## config.mk

```make
export PLATFORM = sky130hd
export DESIGN_NAME = ex_divider_flat
export DESIGN_NICKNAME = d
export VERILOG_FILES = /design/src/rtl/ex_divider_pkg.sv /design/src/rtl/ex_divider_if.sv /design/src/rtl/ex_divider_div_step.sv /design/src/rtl/ex_divider.sv /design/src/flat_wrapper.sv
export SDC_FILE = /design/constraint.sdc
export NUM_CORES = 1
export LEC_CHECK = 0
export CAP_MARGIN = 5
export CORE_AREA = 2 2 146 148
export DETAILED_ROUTE_END_ITERATION = 16
export DIE_AREA = 0 0 148 150
export MAX_ROUTING_LAYER = met4
export PLACE_DENSITY = 0.84
export SLEW_MARGIN = 20
export SYNTH_ARGS = -nofsm -noshare
export SYNTH_HDL_FRONTEND = slang
export SYNTH_SLANG_ARGS = --single-unit
```

## constraint.sdc

```tcl
create_clock -name clk -period 10.7 [get_ports clk]
set_clock_uncertainty 0.05 [all_clocks]
set_input_delay 2.14 -clock clk [delete_from_list [all_inputs] [get_ports clk]]
set_output_delay 2.14 -clock clk [all_outputs]
set_load 0.005 [all_outputs]
```

## src/rtl/ex_divider_pkg.sv

```systemverilog
// ----------------------------------------------------------------------------
// ex_divider_pkg
//   Shared constants, FSM state type and small arithmetic helpers for the
//   EX-stage radix-2 restoring divider.
//   Contents:
//     DATA_W      operand width (result is 2*DATA_W: {remainder, quotient})
//     DIV_ITER    number of BUSY iterations (one quotient bit per cycle)
//     CNT_W       width of the iteration counter
//     div_state_e IDLE=0, BUSY=1, DONE=2
//     magnitude() absolute value of a two's-complement operand when asked
//     apply_sign() conditional two's-complement negate
// ----------------------------------------------------------------------------
package ex_divider_pkg;

    localparam int DATA_W   = 32;
    localparam int DIV_ITER = 32;
    localparam int CNT_W    = $clog2(DIV_ITER);

    typedef enum logic [1:0] {
        ST_IDLE = 2'd0,
        ST_BUSY = 2'd1,
        ST_DONE = 2'd2
    } div_state_e;

    // Magnitude is only taken for signed operations; unsigned operands
    // pass through untouched even when their top bit is set.
    function automatic logic [DATA_W-1:0] magnitude(input logic [DATA_W-1:0] value,
                                                    input logic             is_signed);
        return (is_signed && value[DATA_W-1]) ? -value : value;
    endfunction

    function automatic logic [DATA_W-1:0] apply_sign(input logic [DATA_W-1:0] value,
                                                     input logic             negate);
        return negate ? -value : value;
    endfunction

endpackage

```

## src/rtl/ex_divider_if.sv

```systemverilog
// ----------------------------------------------------------------------------
// ex_divider_if
//   Request/response bundle between the EX stage and the divider.
//   master : drives start, signed_op, dividend, divisor, flush;
//            receives stall_req, valid, div_by_zero, div_result
//   slave  : the divider side (mirror directions)
// ----------------------------------------------------------------------------
interface ex_divider_if;
    import ex_divider_pkg::*;

    logic                start;
    logic                signed_op;
    logic [DATA_W-1:0]   dividend;
    logic [DATA_W-1:0]   divisor;
    logic                flush;
    logic                stall_req;
    logic                valid;
    logic                div_by_zero;
    logic [2*DATA_W-1:0] div_result;

    modport master (
        output start, signed_op, dividend, divisor, flush,
        input  stall_req, valid, div_by_zero, div_result
    );

    modport slave (
        input  start, signed_op, dividend, divisor, flush,
        output stall_req, valid, div_by_zero, div_result
    );

endinterface

```

## src/rtl/ex_divider_div_step.sv

```systemverilog
// ----------------------------------------------------------------------------
// div_step
//   One combinational iteration of a restoring divide.
//   rem_in   partial remainder from the previous iteration (always < divisor)
//   divisor  divisor magnitude
//   next_bit next dividend bit shifted into the partial remainder
//   rem_out  updated partial remainder
//   quo_bit  quotient bit produced by this iteration
// ----------------------------------------------------------------------------
module div_step
    import ex_divider_pkg::*;
(
    input  logic [DATA_W-1:0] rem_in,
    input  logic [DATA_W-1:0] divisor,
    input  logic              next_bit,
    output logic [DATA_W-1:0] rem_out,
    output logic              quo_bit
);

    // The shifted remainder needs one extra bit because it can reach
    // 2*divisor-1; the top bit of the difference is then a clean borrow.
    logic [DATA_W:0] shifted;
    logic [DATA_W:0] diff;

    assign shifted = {rem_in, next_bit};
    assign diff    = shifted - {1'b0, divisor};
    assign quo_bit = ~diff[DATA_W];
    // On a borrow the shifted value is below the divisor, so it fits DATA_W.
    assign rem_out = quo_bit ? diff[DATA_W-1:0] : shifted[DATA_W-1:0];

endmodule

```

## src/rtl/ex_divider.sv

```systemverilog
// ----------------------------------------------------------------------------
// ex_divider
//   Multi-cycle signed/unsigned 32-bit divider, radix-2 restoring, one
//   quotient bit per cycle. Result is {remainder, quotient} for HI/LO.
//   clk    rising-edge clock
//   rst_n  synchronous active-low reset
//   bus    ex_divider_if.slave: start/signed_op/dividend/divisor/flush in,
//          stall_req/valid/div_by_zero/div_result out
// ----------------------------------------------------------------------------
module ex_divider
    import ex_divider_pkg::*;
(
    input  logic        clk,
    input  logic        rst_n,
    ex_divider_if.slave bus
);

    div_state_e          state;
    div_state_e          state_nxt;
    logic [CNT_W-1:0]    counter;
    logic [DATA_W-1:0]   part_rem;
    logic [DATA_W-1:0]   quo_shift;
    logic [DATA_W-1:0]   dvs_mag;
    logic                neg_quo;
    logic                neg_rem;
    logic [2*DATA_W-1:0] result_q;
    logic                dbz_q;

    logic [DATA_W-1:0]   step_rem;
    logic                step_bit;
    logic [DATA_W-1:0]   final_quo;
    logic                accept;
    logic                divisor_zero;
    logic                last_iter;

    assign divisor_zero = (bus.divisor == '0);
    assign accept       = bus.start && !bus.flush && (state != ST_BUSY);
    assign last_iter    = (state == ST_BUSY) && (counter == CNT_W'(DIV_ITER - 1));
    assign final_quo    = {quo_shift[DATA_W-2:0], step_bit};

    // quo_shift doubles as the dividend shift register: its MSB feeds the
    // next iteration while quotient bits enter from the bottom.
    div_step u_step (
        .rem_in   (part_rem),
        .divisor  (dvs_mag),
        .next_bit (quo_shift[DATA_W-1]),
        .rem_out  (step_rem),
        .quo_bit  (step_bit)
    );

    // State register.
    always_ff @(posedge clk) begin
        if (!rst_n) begin
            state <= ST_IDLE;
        end else begin
            state <= state_nxt;
        end
    end

    // Next-state logic; flush overrides everything, including a new start.
    always_comb begin
        state_nxt = state;
        if (bus.flush) begin
            state_nxt = ST_IDLE;
        end else begin
            case (state)
                ST_IDLE: begin
                    if (bus.start) begin
                        state_nxt = divisor_zero ? ST_DONE : ST_BUSY;
                    end
                end
                ST_BUSY: begin
                    if (last_iter) begin
                        state_nxt = ST_DONE;
                    end
                end
                ST_DONE: begin
                    if (bus.start) begin
                        state_nxt = divisor_zero ? ST_DONE : ST_BUSY;
                    end else begin
                        state_nxt = ST_IDLE;
                    end
                end
                default: state_nxt = ST_IDLE;
            endcase
        end
    end

    // Datapath: operand capture on an accepted start, one iteration per
    // BUSY cycle, and sign correction folded into the final write-back.
    always_ff @(posedge clk) begin
        if (!rst_n) begin
            counter   <= '0;
            part_rem  <= '0;
            quo_shift <= '0;
            dvs_mag   <= '0;
            neg_quo   <= 1'b0;
            neg_rem   <= 1'b0;
            result_q  <= '0;
            dbz_q     <= 1'b0;
        end else if (bus.flush) begin
            counter <= '0;
        end else if (accept) begin
            counter <= '0;
            if (divisor_zero) begin
                result_q <= {bus.dividend, {DATA_W{1'b1}}};
                dbz_q    <= 1'b1;
            end else begin
                part_rem  <= '0;
                quo_shift <= magnitude(bus.dividend, bus.signed_op);
                dvs_mag   <= magnitude(bus.divisor, bus.signed_op);
                neg_quo   <= bus.signed_op && (bus.dividend[DATA_W-1] ^ bus.divisor[DATA_W-1]);
                neg_rem   <= bus.signed_op && bus.dividend[DATA_W-1];
                result_q  <= '0;
                dbz_q     <= 1'b0;
            end
        end else if (state == ST_BUSY) begin
            part_rem  <= step_rem;
            quo_shift <= final_quo;
            counter   <= counter + 1'b1;
            if (last_iter) begin
                result_q <= {apply_sign(step_rem, neg_rem), apply_sign(final_quo, neg_quo)};
            end
        end
    end

    // Stall covers the start cycle of a real divide and every BUSY cycle;
    // a flush drops it in the same cycle.
    assign bus.stall_req   = !bus.flush && ((state == ST_BUSY) || (accept && !divisor_zero));
    assign bus.valid       = (state == ST_DONE);
    assign bus.div_result  = result_q;
    assign bus.div_by_zero = dbz_q;

endmodule

```

## src/flat_wrapper.sv

```systemverilog
// flat-port wrapper written by rule: the top's interface ports become plain ports
module ex_divider_flat import ex_divider_pkg::*;
  (clk, rst_n, bus_start, bus_signed_op, bus_dividend, bus_divisor, bus_flush, bus_stall_req, bus_valid, bus_div_by_zero, bus_div_result);
  ex_divider_if bus_i ();
  input  logic clk;
  input  logic rst_n;
  input wire logic [$bits(bus_i.start)-1:0] bus_start;
  input wire logic [$bits(bus_i.signed_op)-1:0] bus_signed_op;
  input wire logic [$bits(bus_i.dividend)-1:0] bus_dividend;
  input wire logic [$bits(bus_i.divisor)-1:0] bus_divisor;
  input wire logic [$bits(bus_i.flush)-1:0] bus_flush;
  output wire logic [$bits(bus_i.stall_req)-1:0] bus_stall_req;
  output wire logic [$bits(bus_i.valid)-1:0] bus_valid;
  output wire logic [$bits(bus_i.div_by_zero)-1:0] bus_div_by_zero;
  output wire logic [$bits(bus_i.div_result)-1:0] bus_div_result;
  assign bus_i.start = bus_start;
  assign bus_i.signed_op = bus_signed_op;
  assign bus_i.dividend = bus_dividend;
  assign bus_i.divisor = bus_divisor;
  assign bus_i.flush = bus_flush;
  assign bus_stall_req = bus_i.stall_req;
  assign bus_valid = bus_i.valid;
  assign bus_div_by_zero = bus_i.div_by_zero;
  assign bus_div_result = bus_i.div_result;
  ex_divider u_core (.clk(clk), .rst_n(rst_n), .bus(bus_i));
endmodule
```

* Word level (Yosys, flattened, before mapping) *
Index checks and enable logic that the tools add are counted.

word-level totals
  output and inout port bits = 67
  register bits = 170
  logic and storage cells = 70
  input bits = 69

operators by class
  equality and inequality tests = 7
  mux-type cells = 21
  add/subtract/negate cells = 6
  bitwise gates (word level) = 5
  reductions and logical operators = 22

operator list
  cell                   number
  $mux W32               11
  $mux W64               4
  $neg A32 Y32           4
  $sub A33 B32 Y33       1
  $logic_not A32 Y1      1
  $reduce_and A3 Y1      3
  $logic_and A1 B1 Y1    8
  $mux W2                4
  $pmux W2 S3            1
  $add A5 B1 Y5 const B  1
  $eq A5 B5 Y1 const B   1
  $ne A2 B1 Y1 const B   2
  $ne A2 B2 Y1 const B   2
  $not A1 Y1             4
  $reduce_and A2 Y1      2
  $reduce_bool A2 Y1     2
  $reduce_or A3 Y1       1
  $eq A2 B1 Y1 const B   1
  $eq A2 B2 Y1 const B   1
  $logic_not A1 Y1       2
  $logic_not A2 Y1       1
  $reduce_or A2 Y1       1
  $logic_or A1 B1 Y1     1
  $mux W1                1
  $xor A1 B1 Y1          1

* Depth between registers and ports, before layout *
Gate-level depths: netlist (run 1).

  depth after elaboration = 7
  depth in mapped cells = 28
  gate-level depth less buffers = 24

* Hierarchy *
A second synthesis (run 1) with hierarchy kept.

unflattened totals
  cell total of the unflattened synthesis = 1504
  area, all modules = 11866.4 um2

modules (own cells, without submodules)
  module      cells each  area each (um2)  instances
  ex_divider  1198        9500.4           1
  div_step    306         2366.0           1

* Least setup slack after synthesis (run 1) *
No wires, ideal clock.

  path kind = input to output
  start = input bus_divisor[1]
  end = output bus_stall_req
  required time = 8510 ps
  arrival time = 3821 ps
  buffers on the path = 0
  stages = 8
  setup slack = 4689 ps
  cell sequence = inv_1 ha_1 nand3b_1 nor4_1 and4_1 a21oi_1 nor2_1 inv_1

between the ends
  longest elaborated chain between the ends = 5

RTL lines
  what                 RTL line            source
  start: declaration   flat_wrapper.sv:10  input wire logic [$bits(bus_i.divisor)-1:0] bus_divisor;
  $logic_not A32 Y1    ex_divider.sv:36    assign divisor_zero = (bus.divisor == '0);
  $logic_not A1 Y1     ex_divider.sv:129   assign bus.stall_req = !bus.flush && ((state == ST_BUSY) || (accept && !divisor_zero));
  $logic_and A1 B1 Y1  ex_divider.sv:129
  $logic_or A1 B1 Y1   ex_divider.sv:129
  $logic_and A1 B1 Y1  ex_divider.sv:129
  end: declaration     flat_wrapper.sv:12  output wire logic [$bits(bus_i.stall_req)-1:0] bus_stall_req;

Every way passes these cells.

* Final worst setup path (run 1) *
  start = input bus_divisor[0]
  end = output bus_stall_req

The elaborated chain is that of the path after synthesis.

==> impl_metrics.tcl, run 1 <==
set metrics [dict create \
    postRouteAntennaNets 0 \
    initial_utilization_pct 60.5 \
    cts_made_buffers 17 \
    clkTransAtPathRegs_ps 70 \
    synthArstFlopShare_pct 0 \
    hold_viol 0 \
    htreeDepth 4 \
    cts_setup_buffers 0 \
    timing.hold.worst.class "reg2reg" \
    initial_antenna_violation_count 0 \
    vias_per_cell 6.33 \
    ys_warn_count 0 \
    detailed_place_hpwl_um 27200 \
    kind_of_cell_with_the_highest_combined_delay_on_the_critical_path "buffers and inverters" \
    power.share.sequential_pct 39.7 \
    power.net_switching_mw 0.586 \
    outcome "finished clean" \
    gpl.final_weighted_congestion 0.942 \
    io_buffers 135 \
    critical_path.cell_chain "clkdlybuf4s50_1, inv_1, ha_1, nand3b_1, nor4_1, and4_1, a21oi_4, nor2_4, buf_4, inv_1, clkdlybuf4s50_1" \
    final_core_utilization_pct 69.5 \
    setup_tns_ps 0 \
    growth_of_design_area_from_synthesis_to_finish_pct 14.9 \
    routed_wl_um 37200 \
    delay_of_the_slowest_critical_path_stage_ps 730 \
    critPathRequiredTime_ps 8510 \
    remaining_drc_errors 0 \
    max_cap_violations 0 \
    syn-mean-instance-area_um2 7.49 \
    clk_latency_ps 450 \
    max_freq_mhz 128 \
    antenna_cells_inserted 0 \
    yosys_register_bits 170 \
    final_worst_path_period_share_pct 73.1 \
    finalPower_mw 1.73 \
    power_per_cell_area_nw_per_um2 120 \
    synth_cells 1672 \
    total_routing_usage_reported_by_global_routing_pct 34.1 \
    final_nets 1834 \
    cellInternalPower_mw 1.15 \
    first_iter_violations 1156 \
    floorplan.die.width_um 148 \
    clockRootBuffer "clkbuf_16" \
    num_vias 12700 \
    timing_max_transition_violations_final 0 \
    detailedRoute.firstPassIterationCount 6 \
    drive_above_1_share_pct 5.29 \
    fp.dieH_um 150 \
    cell_area_after_technology_mapping_um2 12500 \
    worst-path-buf-inv 5 \
    finalSetupViolations 0 \
    seq_area_frac_synth_pct 27.2 \
    period_minus_slack_ps 7820 \
    grt_pass1_wl_um 59600 \
    rsz0062_at_grt "no" \
    critPathCaptureType "output port" \
    slew_headroom_pct 30.7 \
    wl_per_cell_um 18.5 \
    timing.setup.critical_path_class "in2out" \
    tritoncts_clock_tree "done" \
    number_of_placement_rows 53 \
    edff_count_synth 0 \
    hold_buffers 0 \
    syn-num-nets 1780 \
    top_level_ports 136 \
    grt_max_degree 103 \
    instances_no_fill 2013 \
    standard_cell_with_the_maximum_stage_delay_on_the_critical_path "nor4_1" \
    ir_worst_vdd_mv 0.108 \
    die-area_um2 22200 \
    via_count_of_the_first_global_routing_pass 11800 \
    highest_net_fanout_along_the_worst_path 63 \
    numClockSinks 170 \
    startpoint_type "input port" \
    grt.overflow.total 0 \
    worst-slew-pin-transition_ps 1040 \
    p_leak_nw 5.63 \
    worst_ep_arrival_time_ps 5630 \
    design.core.area_um2 20700 \
    postCtsResizedCells 0 \
    synth_top_flop_cell "dfxtp_1" \
    comb_power_share_pct 24.6 \
    switching_share_pct 33.8 \
    ctsLongestPathBuffers 2 \
    post-place-cells 1982 \
    clkPwrFrac_pct 35.7 \
    synth.lib_cells_used.distinct 96 \
]
per-stage QoR:
stage	setup WS [ps]	hold slack [ps]	cell area, um^2
2_1_floorplan	4690	391	12500
4_1_cts	2930	425	14400
3_5_place_dp	2930	412	13800
3_3_place_gp	3070	396	13800
6_report	2880	426	14400
5_1_grt	2660	463	14400
worst paths after layout:
kind / from / to / slack, ps / cells past startpoint
min: u_core.bus.div_result[12] / u_core.bus.div_result[12] / 430 / 2
min reg2reg: u_core.bus.div_result[12] / u_core.bus.div_result[12] / 430 / 2
max: bus_divisor[0] / bus_stall_req / 2880 / 11
max reg2reg: u_core.quo_shift[31] / u_core.bus.div_result[52] / 4500 / 21
worst min-delay path: stages, from the launching register on:
cell and delay, ps:
dfxtp_1 310, nand2_1 50, a21boi_0 70
cell type report:
type | instances | area, um^2
multi-input cells | 1335 | 8420
fillers | 1763 | 6300
flip-flops and latches | 170 | 3400
repair buffers | 146 | 1430
clock buffers | 17 | 425
well taps | 275 | 344
inverters | 56 | 213
clock inverters | 14 | 155
cells in the mapped netlist, drive strengths merged, types with 11 or more instances:
cell type,number,share of area (%)
inv,56,1.7
o41ai,12,1.2
mux2i,23,1.9
xnor2,74,5.2
o22ai,31,1.5
a21oi,175,7.1
or3,18,0.91
dfxtp,170,27
nand4,16,0.85
a31oi,11,0.60
o21ai,159,6.4
buf,29,1.6
nor4,17,0.85
and3,14,0.74
clkbuf,80,2.5
and2,49,2.5
ha,38,3.8
nor2,141,4.4
nor3,41,1.7
xor2,50,3.5
o211a,34,2.7
a211oi,42,2.6
nand3,24,0.96
a21o,14,0.84
nand2b,12,0.66
o31ai,15,1.0
nand2,173,5.2
nor2b,47,2.3
layer usage:
metal	part of all wire, %	GRT usage (%)	vias up
met1	43	44.9	5982
met4	3.4	12.2	0
met3	7.6	5.55	110
li1	-	-	6108
met5	0	-	-
met2	46	53.2	534
sequential cells by signal (all words and copies together) (netlist names):
signal                  flops
u_core.part_rem            32
u_core.neg_quo              1
u_core.neg_rem              1
u_core.counter              5
u_core.quo_shift           32
u_core.dvs_mag             32
u_core.bus.div_by_zero      1
u_core.state                2
u_core.bus.div_result      64
kinds of logic after synthesis:
logic type               after synthesis  share of synthesized area (%)
flip-flops                           170                           27.2
AND/OR/NAND/NOR                      584                           23.2
multiplexers                          25                           2.08
XOR/XNOR                             124                           8.68
AO/OA/AOI/OAI                        563                           28.9
adder cells (fa/ha/maj)               39                           3.96
buffers and inverters                167                           5.97
placed cells by master, fill, tap and decap left out, types with 41 or more instances in the layout:
cell type        instances
a21oi_1                170
nor2b_1                 47
clkdlybuf4s50_1        134
dfxtp_1                170
xnor2_1                 74
inv_1                   55
xor2_1                  50
o21ai_0                141
a211oi_1                41
nor2_1                 138
nand2_1                173
and2_1                  45
power by group through the flow:
stage	Sequential, mW	Clock, mW	Combinational, mW
3_3_place_gp	0.700	0	0.406
5_1_grt	0.690	0.645	0.467
2_1_floorplan	0.693	0	0.283
4_1_cts	0.686	0.619	0.419
3_5_place_dp	0.701	0	0.416
6_report	0.687	0.618	0.426
(Power assumes the default switching activity.)
==> run 2, diff against run 1 <==
Settings changed: CORE_AREA 2 2 146 148 to 2 2 150 152, DIE_AREA 0 0 148 150 to 0 0 152 154, PLACE_DENSITY 0.84 to 0.8.
Clock period 10.7 ns to 8.1 ns, I/O delays scaled along.
==> impl_metrics.tcl, run 2 (synthesized netlist as in run 1, its figures left out) <==
set metrics [dict create \
    outcome "finished clean" \
    area.sequential_um2 3400 \
    design.core.area_um2 21700 \
    max_freq_mhz 164 \
    standard_cell_with_the_maximum_stage_delay_on_the_critical_path "nor4_1" \
    initial_antenna_violation_count 2 \
    timing_max_transition_violations_final 0 \
    io_buffers 135 \
    rsz0062_at_grt "no" \
    detailed_place_hpwl_um 27100 \
    timing.critical_path.from "bus_divisor[0]" \
    worst-slew-pin-transition_ps 1110 \
    grt.overflow.total 0 \
    final_design_area_excluding_fillers_um2 14400 \
    kind_of_cell_with_the_highest_combined_delay_on_the_critical_path "simple AND/OR/NAND/NOR gates" \
    crit_cells 10 \
    die-area_um2 23400 \
    clkTransAtPathRegs_ps 70 \
    ctsLongestPathBuffers 2 \
    place_ws_ps 2060 \
    timing.hold.ws_ps 416 \
    drive_above_1_share_pct 5.29 \
    critPathCaptureType "output port" \
    postRouteAntennaNets 0 \
    final_nets 1833 \
    layout.filler_cells 1851 \
    cts_setup_buffers 0 \
    delay_of_the_slowest_critical_path_stage_ps 720 \
    via_count_of_the_first_global_routing_pass 11700 \
    worst_ep_arrival_time_ps 4420 \
    layout.cells.most_common_list "nand2_1, a21oi_1, dfxtp_1" \
    timing.rr.start "u_core.quo_shift[31]" \
    top_level_ports 136 \
    clk_latency_ps 440 \
    multi_input_area_um2 8420 \
    period_minus_slack_ps 6090 \
    instances_no_fill 2020 \
    hold_viol 0 \
    post-route-worst-setup-slack_ps 2010 \
    gpl.final_weighted_congestion 0.959 \
    mostFrequentLayoutCell "nand2_1" \
    min_path_cells 2 \
    finalPower_mw 2.35 \
    first_iter_violations 1116 \
    critPathRequiredTime_ps 6430 \
    startpoint_type "input port" \
    postCtsResizedCells 0 \
    slew_headroom_pct 25.9 \
    timing.setup.critical_path_class "in2out" \
    wl_per_cell_um 18.5 \
    fp.dieH_um 154 \
    num_vias 12700 \
    tritoncts_clock_tree "done" \
    hold_buffers 0 \
    post-place-cells 1986 \
    detailedRoute.firstPassIterationCount 5 \
    grt_max_degree 103 \
    finalSetupViolations 0 \
    final_core_utilization_pct 66.6 \
    remaining_drc_errors 0 \
    timing.hold.worst.class "reg2reg" \
    grt_pass1_wl_um 60600 \
    p_leak_nw 5.64 \
    critical_path.cell_chain "clkdlybuf4s50_1, inv_1, ha_1, nand3b_1, nor4_1, and4_1, a21oi_4, nor2_4, inv_1, clkdlybuf4s50_1" \
    ir_worst_vdd_mv 0.140 \
    max_cap_violations 0 \
    numClockSinks 170 \
    final_worst_path_period_share_pct 75.2 \
    hold_path_startpoint "u_core.bus.div_result[14]" \
    htreeDepth 4 \
    worst-path-buf-inv 4 \
    highest_net_fanout_along_the_worst_path 6 \
    initial_utilization_pct 57.7 \
    vias_per_cell 6.28 \
    setup_tns_ps 0 \
    floorplan.die.width_um 152 \
    largest_register_ffs 64 \
    growth_of_design_area_from_synthesis_to_finish_pct 15.3 \
    worst_r2r_path_depth 21 \
    total_routing_usage_reported_by_global_routing_pct 32.2 \
    power_per_cell_area_nw_per_um2 163 \
    routed_wl_um 37300 \
    post_dp_cell_area_um2 13800 \
    cts_made_buffers 17 \
    number_of_placement_rows 54 \
    clockRootBuffer "clkbuf_16" \
]
==> run 2: final timing paths <==
path              slack (ps)                        end
setup / recovery        2010              bus_stall_req
hold reg to reg          420  u_core.bus.div_result[14]
setup reg to reg        2260  u_core.bus.div_result[62]
hold / removal           420  u_core.bus.div_result[14]
==> run 2: routing by layer <==
metal,vias up,share of wire (%),global-route usage (%)
li1,6121,-,-
met1,5958,44,42.6
met2,529,45,50.1
met3,68,7.8,6.06
met4,0,2.6,10.1
met5,-,0,-
==> run 2: final cells by class <==
| type | instances | area share, % |
|---|---|---|
| multi-input combinational | 1335 | 58.3 |
| sequential | 170 | 23.6 |
| timing repair buffer | 145 | 9.86 |
| clock buffer | 19 | 3.07 |
| tap | 280 | 2.43 |
| inverter | 56 | 1.47 |
| clock inverter | 13 | 1.25 |
| antenna | 2 | 0.0347 |
==> run 2: tightest hold or removal path, delay by kind of cell, from the launching register on <==
family | cells | cell delay, ps
AO/OA/AOI/OAI | 1 | 60
flip-flops | 1 | 310
AND/OR/NAND/NOR | 1 | 50
==> run 2: power breakdown <==
group / switching (mW) / internal, mW / total, mW
registers: 0.0326 / 0.875 / 0.907
logic: 0.334 / 0.229 / 0.562
clock network: 0.381 / 0.504 / 0.885
total: 0.748 / 1.61 / 2.35
